[src/rtl/resp_demux2_pe_if.sv]
// Single response-beat bundle (valid, opc, rdata, ID).
// master drives the beat and slave receives it. There is no ready: the stream is never throttled.
interface resp_demux2_pe_if #(
    parameter int ID_WIDTH   = 20,
    parameter int DATA_WIDTH = 32
);
    logic                  valid;
    logic                  opc;
    logic [DATA_WIDTH-1:0] rdata;
    logic [ID_WIDTH-1:0]   ID;

    modport master (output valid, output opc, output rdata, output ID);
    modport slave  (input  valid, input  opc, input  rdata, input  ID);
endinterface

[src/rtl/resp_demux2_pe.sv]
// Routes the slave response stream to CH0/CH1 by an ID bit, with per-channel outstanding counters.
// Latency 1 cycle (registered outputs). No backpressure: one beat is accepted every cycle.
module resp_demux2_pe #(
    parameter  int ID_WIDTH   = 20,
    parameter  int DATA_WIDTH = 32,
    parameter  int ROUTE_BIT  = 0,
    parameter  int MAX_OUTST  = 4,
    localparam int CNT_W      = $clog2(MAX_OUTST + 1)
) (
    input  logic               clk,
    input  logic               rst,
    input  logic               req_gnt_CH0_i,
    input  logic               req_gnt_CH1_i,
    resp_demux2_pe_if.slave    data_r_i,
    resp_demux2_pe_if.master   data_r_CH0_o,
    resp_demux2_pe_if.master   data_r_CH1_o,
    output logic [CNT_W-1:0]   outst_CH0_o,
    output logic [CNT_W-1:0]   outst_CH1_o,
    input  logic               err_clr_i,
    output logic [1:0]         err_unexp_o,
    output logic [1:0]         err_ovf_o
);
    localparam logic [CNT_W-1:0] MAX_CNT = CNT_W'(MAX_OUTST);

    typedef struct packed {
        logic                  opc;
        logic [DATA_WIDTH-1:0] rdata;
        logic [ID_WIDTH-1:0]   id;
    } beat_t;

    logic                 sel;
    logic [1:0]           inc;
    logic [1:0]           dec;
    logic [1:0]           vld_q, vld_d;
    beat_t [1:0]          beat_q, beat_d;
    logic [1:0][CNT_W-1:0] cnt_q, cnt_d;
    logic [1:0]           unexp_q, unexp_d;
    logic [1:0]           ovf_q, ovf_d;

    always_comb begin
        sel     = data_r_i.ID[ROUTE_BIT];
        inc     = {req_gnt_CH1_i, req_gnt_CH0_i};
        dec     = {data_r_i.valid & sel, data_r_i.valid & ~sel};
        vld_d   = dec;
        beat_d  = beat_q;
        cnt_d   = cnt_q;
        // Clear first, then OR in this cycle's set conditions, so a set wins over a clear.
        unexp_d = err_clr_i ? 2'b00 : unexp_q;
        ovf_d   = err_clr_i ? 2'b00 : ovf_q;
        for (int x = 0; x < 2; x++) begin
            if (dec[x]) begin
                beat_d[x].opc   = data_r_i.opc;
                beat_d[x].rdata = data_r_i.rdata;
                beat_d[x].id    = data_r_i.ID;
            end
            if (inc[x] && !dec[x]) begin
                if (cnt_q[x] == MAX_CNT) ovf_d[x] = 1'b1;
                else                     cnt_d[x] = cnt_q[x] + CNT_W'(1);
            end else if (dec[x] && !inc[x]) begin
                // The response is still forwarded even though no grant was outstanding.
                if (cnt_q[x] == '0) unexp_d[x] = 1'b1;
                else                cnt_d[x]   = cnt_q[x] - CNT_W'(1);
            end
        end
    end

    always_ff @(posedge clk) begin
        if (rst) begin
            vld_q   <= '0;
            beat_q  <= '0;
            cnt_q   <= '0;
            unexp_q <= '0;
            ovf_q   <= '0;
        end else begin
            vld_q   <= vld_d;
            beat_q  <= beat_d;
            cnt_q   <= cnt_d;
            unexp_q <= unexp_d;
            ovf_q   <= ovf_d;
        end
    end

    assign data_r_CH0_o.valid = vld_q[0];
    assign data_r_CH0_o.opc   = beat_q[0].opc;
    assign data_r_CH0_o.rdata = beat_q[0].rdata;
    assign data_r_CH0_o.ID    = beat_q[0].id;
    assign data_r_CH1_o.valid = vld_q[1];
    assign data_r_CH1_o.opc   = beat_q[1].opc;
    assign data_r_CH1_o.rdata = beat_q[1].rdata;
    assign data_r_CH1_o.ID    = beat_q[1].id;
    assign outst_CH0_o        = cnt_q[0];
    assign outst_CH1_o        = cnt_q[1];
    assign err_unexp_o        = unexp_q;
    assign err_ovf_o          = ovf_q;
endmodule
[src/flat_wrapper.sv]
// flat-port wrapper written by rule: the top's interface ports become plain ports
module resp_demux2_pe_flat 
#(
    parameter  int ID_WIDTH   = 20,
    parameter  int DATA_WIDTH = 32,
    parameter  int ROUTE_BIT  = 0,
    parameter  int MAX_OUTST  = 4,
    localparam int CNT_W      = $clog2(MAX_OUTST + 1)
)
  (clk, rst, req_gnt_CH0_i, req_gnt_CH1_i, outst_CH0_o, outst_CH1_o, err_clr_i, err_unexp_o, err_ovf_o, data_r_i_valid, data_r_i_opc, data_r_i_rdata, data_r_i_ID, data_r_CH0_o_valid, data_r_CH0_o_opc, data_r_CH0_o_rdata, data_r_CH0_o_ID, data_r_CH1_o_valid, data_r_CH1_o_opc, data_r_CH1_o_rdata, data_r_CH1_o_ID);
  resp_demux2_pe_if #(.ID_WIDTH(ID_WIDTH), .DATA_WIDTH(DATA_WIDTH)) data_r_i_i ();
  resp_demux2_pe_if #(.ID_WIDTH(ID_WIDTH), .DATA_WIDTH(DATA_WIDTH)) data_r_CH0_o_i ();
  resp_demux2_pe_if #(.ID_WIDTH(ID_WIDTH), .DATA_WIDTH(DATA_WIDTH)) data_r_CH1_o_i ();
  input  logic clk;
  input  logic rst;
  input  logic req_gnt_CH0_i;
  input  logic req_gnt_CH1_i;
  output logic [CNT_W-1:0] outst_CH0_o;
  output logic [CNT_W-1:0] outst_CH1_o;
  input  logic err_clr_i;
  output logic [1:0] err_unexp_o;
  output logic [1:0] err_ovf_o;
  input wire logic [$bits(data_r_i_i.valid)-1:0] data_r_i_valid;
  input wire logic [$bits(data_r_i_i.opc)-1:0] data_r_i_opc;
  input wire logic [$bits(data_r_i_i.rdata)-1:0] data_r_i_rdata;
  input wire logic [$bits(data_r_i_i.ID)-1:0] data_r_i_ID;
  output wire logic [$bits(data_r_CH0_o_i.valid)-1:0] data_r_CH0_o_valid;
  output wire logic [$bits(data_r_CH0_o_i.opc)-1:0] data_r_CH0_o_opc;
  output wire logic [$bits(data_r_CH0_o_i.rdata)-1:0] data_r_CH0_o_rdata;
  output wire logic [$bits(data_r_CH0_o_i.ID)-1:0] data_r_CH0_o_ID;
  output wire logic [$bits(data_r_CH1_o_i.valid)-1:0] data_r_CH1_o_valid;
  output wire logic [$bits(data_r_CH1_o_i.opc)-1:0] data_r_CH1_o_opc;
  output wire logic [$bits(data_r_CH1_o_i.rdata)-1:0] data_r_CH1_o_rdata;
  output wire logic [$bits(data_r_CH1_o_i.ID)-1:0] data_r_CH1_o_ID;
  assign data_r_i_i.valid = data_r_i_valid;
  assign data_r_i_i.opc = data_r_i_opc;
  assign data_r_i_i.rdata = data_r_i_rdata;
  assign data_r_i_i.ID = data_r_i_ID;
  assign data_r_CH0_o_valid = data_r_CH0_o_i.valid;
  assign data_r_CH0_o_opc = data_r_CH0_o_i.opc;
  assign data_r_CH0_o_rdata = data_r_CH0_o_i.rdata;
  assign data_r_CH0_o_ID = data_r_CH0_o_i.ID;
  assign data_r_CH1_o_valid = data_r_CH1_o_i.valid;
  assign data_r_CH1_o_opc = data_r_CH1_o_i.opc;
  assign data_r_CH1_o_rdata = data_r_CH1_o_i.rdata;
  assign data_r_CH1_o_ID = data_r_CH1_o_i.ID;
  resp_demux2_pe #(.ID_WIDTH(ID_WIDTH), .DATA_WIDTH(DATA_WIDTH), .ROUTE_BIT(ROUTE_BIT), .MAX_OUTST(MAX_OUTST)) u_core (.clk(clk), .rst(rst), .req_gnt_CH0_i(req_gnt_CH0_i), .req_gnt_CH1_i(req_gnt_CH1_i), .data_r_i(data_r_i_i), .data_r_CH0_o(data_r_CH0_o_i), .data_r_CH1_o(data_r_CH1_o_i), .outst_CH0_o(outst_CH0_o), .outst_CH1_o(outst_CH1_o), .err_clr_i(err_clr_i), .err_unexp_o(err_unexp_o), .err_ovf_o(err_ovf_o));
endmodule
[config.mk]
export PLATFORM = sky130hd
export DESIGN_NAME = resp_demux2_pe_flat
export DESIGN_NICKNAME = d
export VERILOG_FILES = /design/src/rtl/resp_demux2_pe_if.sv /design/src/rtl/resp_demux2_pe.sv /design/src/flat_wrapper.sv
export SDC_FILE = /design/constraint.sdc
export NUM_CORES = 1
export LEC_CHECK = 0
export BUFFER_PORTS_ARGS = -buffer_cell sky130_fd_sc_hd__buf_2
export CORE_UTILIZATION = 25
export DETAILED_ROUTE_END_ITERATION = 8
export GPL_TIMING_DRIVEN = 0
export SETUP_SLACK_MARGIN = 0.15
export SYNTH_ARGS = -nofsm -noshare
export SYNTH_HDL_FRONTEND = slang
export SYNTH_SLANG_ARGS = --single-unit
[constraint.sdc]
create_clock -name clk -period 3.8 [get_ports clk]
set_input_delay 0.38 -clock clk [delete_from_list [all_inputs] [get_ports clk]]
set_output_delay 0.38 -clock clk [all_outputs]
set_load 0.02 [all_outputs]
After elaboration in Yosys (flattened, before gate mapping)

Cells that the tools add are included.

Register bits after elaboration: 118
Input port bits: 59
Output and inout bits: 118
Logic and storage cells: 58

$add $sub $neg: 4
Equal/unequal tests: 6
Multiplexer cells: 20
Bitwise logic cells: 3
Reductions and logical operators: 14

Operator list:

| operator            | count |
|---|---|
| $mux 3              | 8 |
| $mux 1              | 10 |
| $add 3x1->3 const B | 2 |
| $eq 3x3->1 const B  | 2 |
| $logic_not 3->1     | 2 |
| $reduce_and 3->1    | 2 |
| $sub 3x1->3 const B | 2 |
| $logic_and 1x1->1   | 4 |
| $logic_not 1->1     | 4 |
| $mux 2              | 2 |
| $ne 2x1->1 const B  | 2 |
| $ne 2x2->1 const B  | 2 |
| $reduce_bool 2->1   | 2 |
| $and 1x1->1         | 2 |
| $not 1->1           | 1 |

Longest topological paths before layout

Word-level depth: 6
Gate-level depth with buffers: 9

Worst setup path before layout

No wires, ideal clock.

Kind: input -> register
Start: input port data_r_i_valid
End: register u_core.cnt_q, in the netlist u_core.outst_CH0_o[2]
Setup time: 0.123 ns
Arrival: 1.692 ns
Data required time: 3.677 ns
Path slack: 1.985 ns
Stages: 9
Path buffers: 1
Cells stage by stage: nor2b_2 -> buf_4 -> nor2_1 -> xnor2_1 -> ha_1 -> nor2_1 -> o21ai_0 -> a22oi_2 -> mux2_1

Longest elaborated chain between the ends: 5
Elaborated cells between the ends (all ways): 9
Classes of those cells: eq/ne: 2; mux: 1; bitwise: 1; reduce/logical: 5

RTL lines:

| what                                               | RTL line             | text |
|---|---|---|
| start: declaration                                 | flat_wrapper.sv:23   | `input wire logic [$bits(data_r_i_i.valid)-1:0] data_r_i_valid;` |
| $and 1x1->1 *                                      | resp_demux2_pe.sv:43 | `dec = {data_r_i.valid & sel, data_r_i.valid & ~sel};` |
| $logic_not 1->1                                    | resp_demux2_pe.sv:56 | `if (inc[x] && !dec[x]) begin` |
| $logic_and 1x1->1                                  | resp_demux2_pe.sv:56 |  |
| $ne 2x2->1 (no line), or another cell as far along | n/a                  |  |
| $reduce_and 3->1 (no line)                         | n/a                  |  |
| end signal: assignment                             | resp_demux2_pe.sv:77 | `cnt_q <= cnt_d;` |
| end: declaration                                   | resp_demux2_pe.sv:36 | `logic [1:0][CNT_W-1:0] cnt_q, cnt_d;` |

Mark *: on every way between the ends. The rest lies on a longest branch, timed or not.
A chain may end at the register's enable or synchronous reset.

Final worst setup path

Same ends and word-level chain as after synthesis.

==> results.json <==
{
  "fmaxAchievable_ghz": 0.5785,
  "netlist_top_cells_area": "sky130_fd_sc_hd__dfxtp_1 56%, sky130_fd_sc_hd__nand2_1 19%, sky130_fd_sc_hd__a21oi_1 13%",
  "static-leakage-power_nw": 2.722,
  "grt_max_degree": 17,
  "synth_edf_count": 0,
  "final-instance-count-excl-fill": 954,
  "worst_setup_path_endpoint": "u_core.outst_CH0_o[2]",
  "syn-cell-area_um2": 4209,
  "cts_h_tree_depth": 4,
  "worstHoldPathType": "primary input to flip-flop",
  "insertedDiodeCount": 0,
  "numCtsBuffers": 17,
  "synthTopCellsByCount": "210 x sky130_fd_sc_hd__nand2_1, 118 x sky130_fd_sc_hd__dfxtp_1, 106 x sky130_fd_sc_hd__a21oi_1, 16 x sky130_fd_sc_hd__buf_2, 16 x sky130_fd_sc_hd__clkbuf_1",
  "die-height_um": 131.8,
  "clk_root_buffer_cell": "sky130_fd_sc_hd__clkbuf_16",
  "yosys.cell_types.count": 34,
  "fp.dieArea_um2": 17360,
  "preCtsSetupSlack_ps": 1638,
  "final_net_count": 783,
  "wl_met3_um": 913,
  "die_w_um": 131.8,
  "synth_compound_gate_area_share": 0.1454,
  "track_usage": 0.1521,
  "ctsHoldBuffers": 0,
  "post-route-worst-setup-slack_ps": 2071,
  "synthFlopType": "sky130_fd_sc_hd__dfxtp_1",
  "synth_most_common_cell": "sky130_fd_sc_hd__nand2_1",
  "synth-xor-area-share": 0.006243,
  "cp.arrival_ps": 2030,
  "i_o_pin_total": 177,
  "report.power.total_mw": 3.465,
  "cts.reportedPaths.clkPinSlew_ps": 60,
  "yosys_warnings": 0,
  "yosys.area_share.simple": 0.2331,
  "syn-instance-count": 527,
  "final_layout_size_suffix_gt1_frac": 0.3120,
  "power.density_cell_area_nw_per_um2": 577.7,
  "kind_of_start_point_of_the_critical_path": "primary input",
  "ir_drop_mv": 0.3027,
  "holdPathStages": 3,
  "final_core_util": 0.3629,
  "final_wtd_congestion": 0.7570,
  "first_global_vias": 3854,
  "final-max-slew-violation-count": 0,
  "hold_ws_ps": 215.8,
  "grt.overflow.total": 0,
  "top_layer_used": "met5",
  "clk_lat_worst_skew_ps": 410,
  "worst-r2r-setup-slack_ps": 2240,
  "initial_utilization": 0.2547,
  "worst_clock_skew_ps": 0.8478,
  "number_of_antenna_violations_at_the_first_check_in_global_routing": 1,
  "largest_family_of_logic_cells_by_synthesized_area": "simple AND/OR/NAND/NOR gates",
  "crit_fanout": 10,
  "path_cells": "buf_2, nor2b_2, buf_4, nor2_1, xnor2_1, ha_1, nor2_1, o21ai_0, a22oi_2, mux2_1",
  "relSlewSlack": 0.5887,
  "yosysTopAreaCell": "sky130_fd_sc_hd__dfxtp_1",
  "setup_repair_after_global_routing_missed_its_margin": "no",
  "critical-path-slowest-cell": "sky130_fd_sc_hd__mux2_1",
  "first_pass_iters": 5,
  "design_area_um2": 5997,
  "critical_path.reg2reg.startpoint": "u_core.outst_CH0_o[1]",
  "syn_to_layout_area_delta_pct": 42.48,
  "synthArstFlopShare": 0,
  "slowest_delay_ps": 330,
  "worst-slew-pin-transition_ps": 616.9,
  "first_pass_grt_wire_length_um": 20390,
  "floorplan.core_area_um2": 16520,
  "synth_seq_area_share": 0.5612,
  "cts.sink_count": 118,
  "post_synth_fa_ha_maj_area_fraction": 0.005945,
  "synth_mux_area_frac": 0.007729,
  "endpoint_kind": "flip-flop",
  "finalCritPeriodShare": 0.4549,
  "routedWlPerCell_um": 13.57,
  "timing.setup.tns_ps": 0,
  "maxCapViolCount": 0,
  "setup_viol_count_final": 0,
  "hold_vio_cnt_final": 0,
  "cts.repair_timing.setup_buffer_count": 0,
  "drtIter0Drc": 146,
  "syn_area_per_cell_um2": 7.987,
  "drt-vias-per-instance": 4.278,
  "critPathRequiredTime_ps": 4100,
  "cts_tree": "built",
  "worst-setup-path-type": "primary input to flip-flop",
  "clk_path_buf_depth": 2,
  "mappedNetlistNets": 588,
  "detail_route.wirelength_um": 12940,
  "wl_met1_um": 6082,
  "met2WireLength_um": 5759,
  "synth_seq_cells": 118,
  "detail-route-antenna-nets": 0,
  "startpoint": "data_r_i_valid",
  "routed-via-count": 4081,
  "postCtsResizedCells": 0,
  "crit-reg2reg-capture": "u_core.outst_CH0_o[2]",
  "numPortBuffers": 176,
  "outcome": "finished, final reports clean",
  "row_count": 47,
  "synth_top_area_frac": 0.5612,
  "dr_drc_count": 0,
  "placedInstanceArea_um2": 5365,
  "ff2ff_path_depth": 4,
  "cp_most_frequent_cell": "sky130_fd_sc_hd__nor2_1",
  "place_inst": 923,
  "place.detailed.hpwl_um": 9289,
  "finalWorstPathRequiredPeriod_ps": 1729
}
-- worst min-delay path by stage --
stage                                     startpoint                       endpoint  slack [ps]
after global placement    u_core.data_r_CH0_o.ID[11]     u_core.data_r_CH0_o.ID[11]         440
after detailed placement   u_core.data_r_CH1_o.ID[7]      u_core.data_r_CH1_o.ID[7]         440
after global routing                 data_r_i_ID[15]     u_core.data_r_CH0_o.ID[15]         200
after floorplan                      data_r_i_ID[19]     u_core.data_r_CH0_o.ID[19]         520
after CTS                         data_r_i_rdata[27]  u_core.data_r_CH1_o.rdata[27]         190
final                             data_r_i_rdata[13]  u_core.data_r_CH1_o.rdata[13]         220
-- metal layers --
layer	vias to the layer above	GRT usage
met5	-	0
met4	2	0.05814
met3	14	0.05921
met2	131	0.2299
met1	1836	0.1947
li1	2098	-
-- power by group --
group,internal (mW),leakage [nW],switching (mW)
Combinational,0.143,1.45,0.262
Sequential,1.30,0.965,0.0402
Clock,1.16,0.312,0.557
Total,2.61,2.72,0.859
-- sequential cells by signal, summed over array words and instances, names as in the netlist --
register                   cells
u_core.data_r_CH0_o.ID        20
u_core.data_r_CH0_o.opc        1
u_core.data_r_CH0_o.rdata     32
u_core.data_r_CH1_o.ID        20
u_core.data_r_CH1_o.opc        1
u_core.data_r_CH1_o.rdata     32
u_core.err_ovf_o               2
u_core.err_unexp_o             2
u_core.outst_CH0_o             3
u_core.outst_CH1_o             3
u_core.vld_q                   2
-- placed cells by master, fill, tap and decap left out, types with 2 or more instances in the layout --
master	netlist	final
sky130_fd_sc_hd__xnor2_1	2	2
sky130_fd_sc_hd__nor2_1	14	14
sky130_fd_sc_hd__ha_1	2	2
sky130_fd_sc_hd__buf_2	16	192
sky130_fd_sc_hd__bufinv_16	0	4
sky130_fd_sc_hd__clkbuf_1	16	17
sky130_fd_sc_hd__o21ai_0	2	2
sky130_fd_sc_hd__buf_1	4	4
sky130_fd_sc_hd__clkbuf_8	0	4
sky130_fd_sc_hd__clkinv_2	0	4
sky130_fd_sc_hd__inv_1	2	2
sky130_fd_sc_hd__dfxtp_1	118	118
sky130_fd_sc_hd__nand3_1	3	3
sky130_fd_sc_hd__nor3b_1	4	4
sky130_fd_sc_hd__nor2b_1	2	2
sky130_fd_sc_hd__clkbuf_16	0	17
sky130_fd_sc_hd__a21oi_1	106	106
sky130_fd_sc_hd__nand2_1	210	210
sky130_fd_sc_hd__nor3_1	6	6
sky130_fd_sc_hd__a22oi_1	2	2
-- logic make-up (layout without fill, tap and decap cells) --
| group | Yosys count | count (layout) |
|---|---|---|
| xor gates and xnor gates | 3 | 3 |
| and+or+nand+nor | 246 | 246 |
| DFF | 118 | 118 |
| adders and majority gates | 2 | 2 |
| AOI/OAI and AO/OA | 116 | 116 |
| muxes | 3 | 3 |
| buffers and inverters | 39 | 246 |
-- layout make-up --
type | count | area, um2
Timing Repair Buffer | 176 | 880.8
Sequential cell | 118 | 2362
Multi-Input combinational cell | 370 | 1677
Tap cell | 220 | 275.3
Buffer | 37 | 162.7
Clock buffer | 22 | 484.2
Fill cell | 1756 | 10530
Clock inverter | 9 | 147.6
Inverter | 2 | 7.507
-- worst max-delay path: cells and delay by family --
kind            cells  cell delay (ps)
simple gates        3              390
compound gates      2              240
xor+xnor            1              130
mux                 1              330
fa+ha+maj           1              200
buf+inv             2              360
No activity file was read; power rests on OpenSTA's default activity.
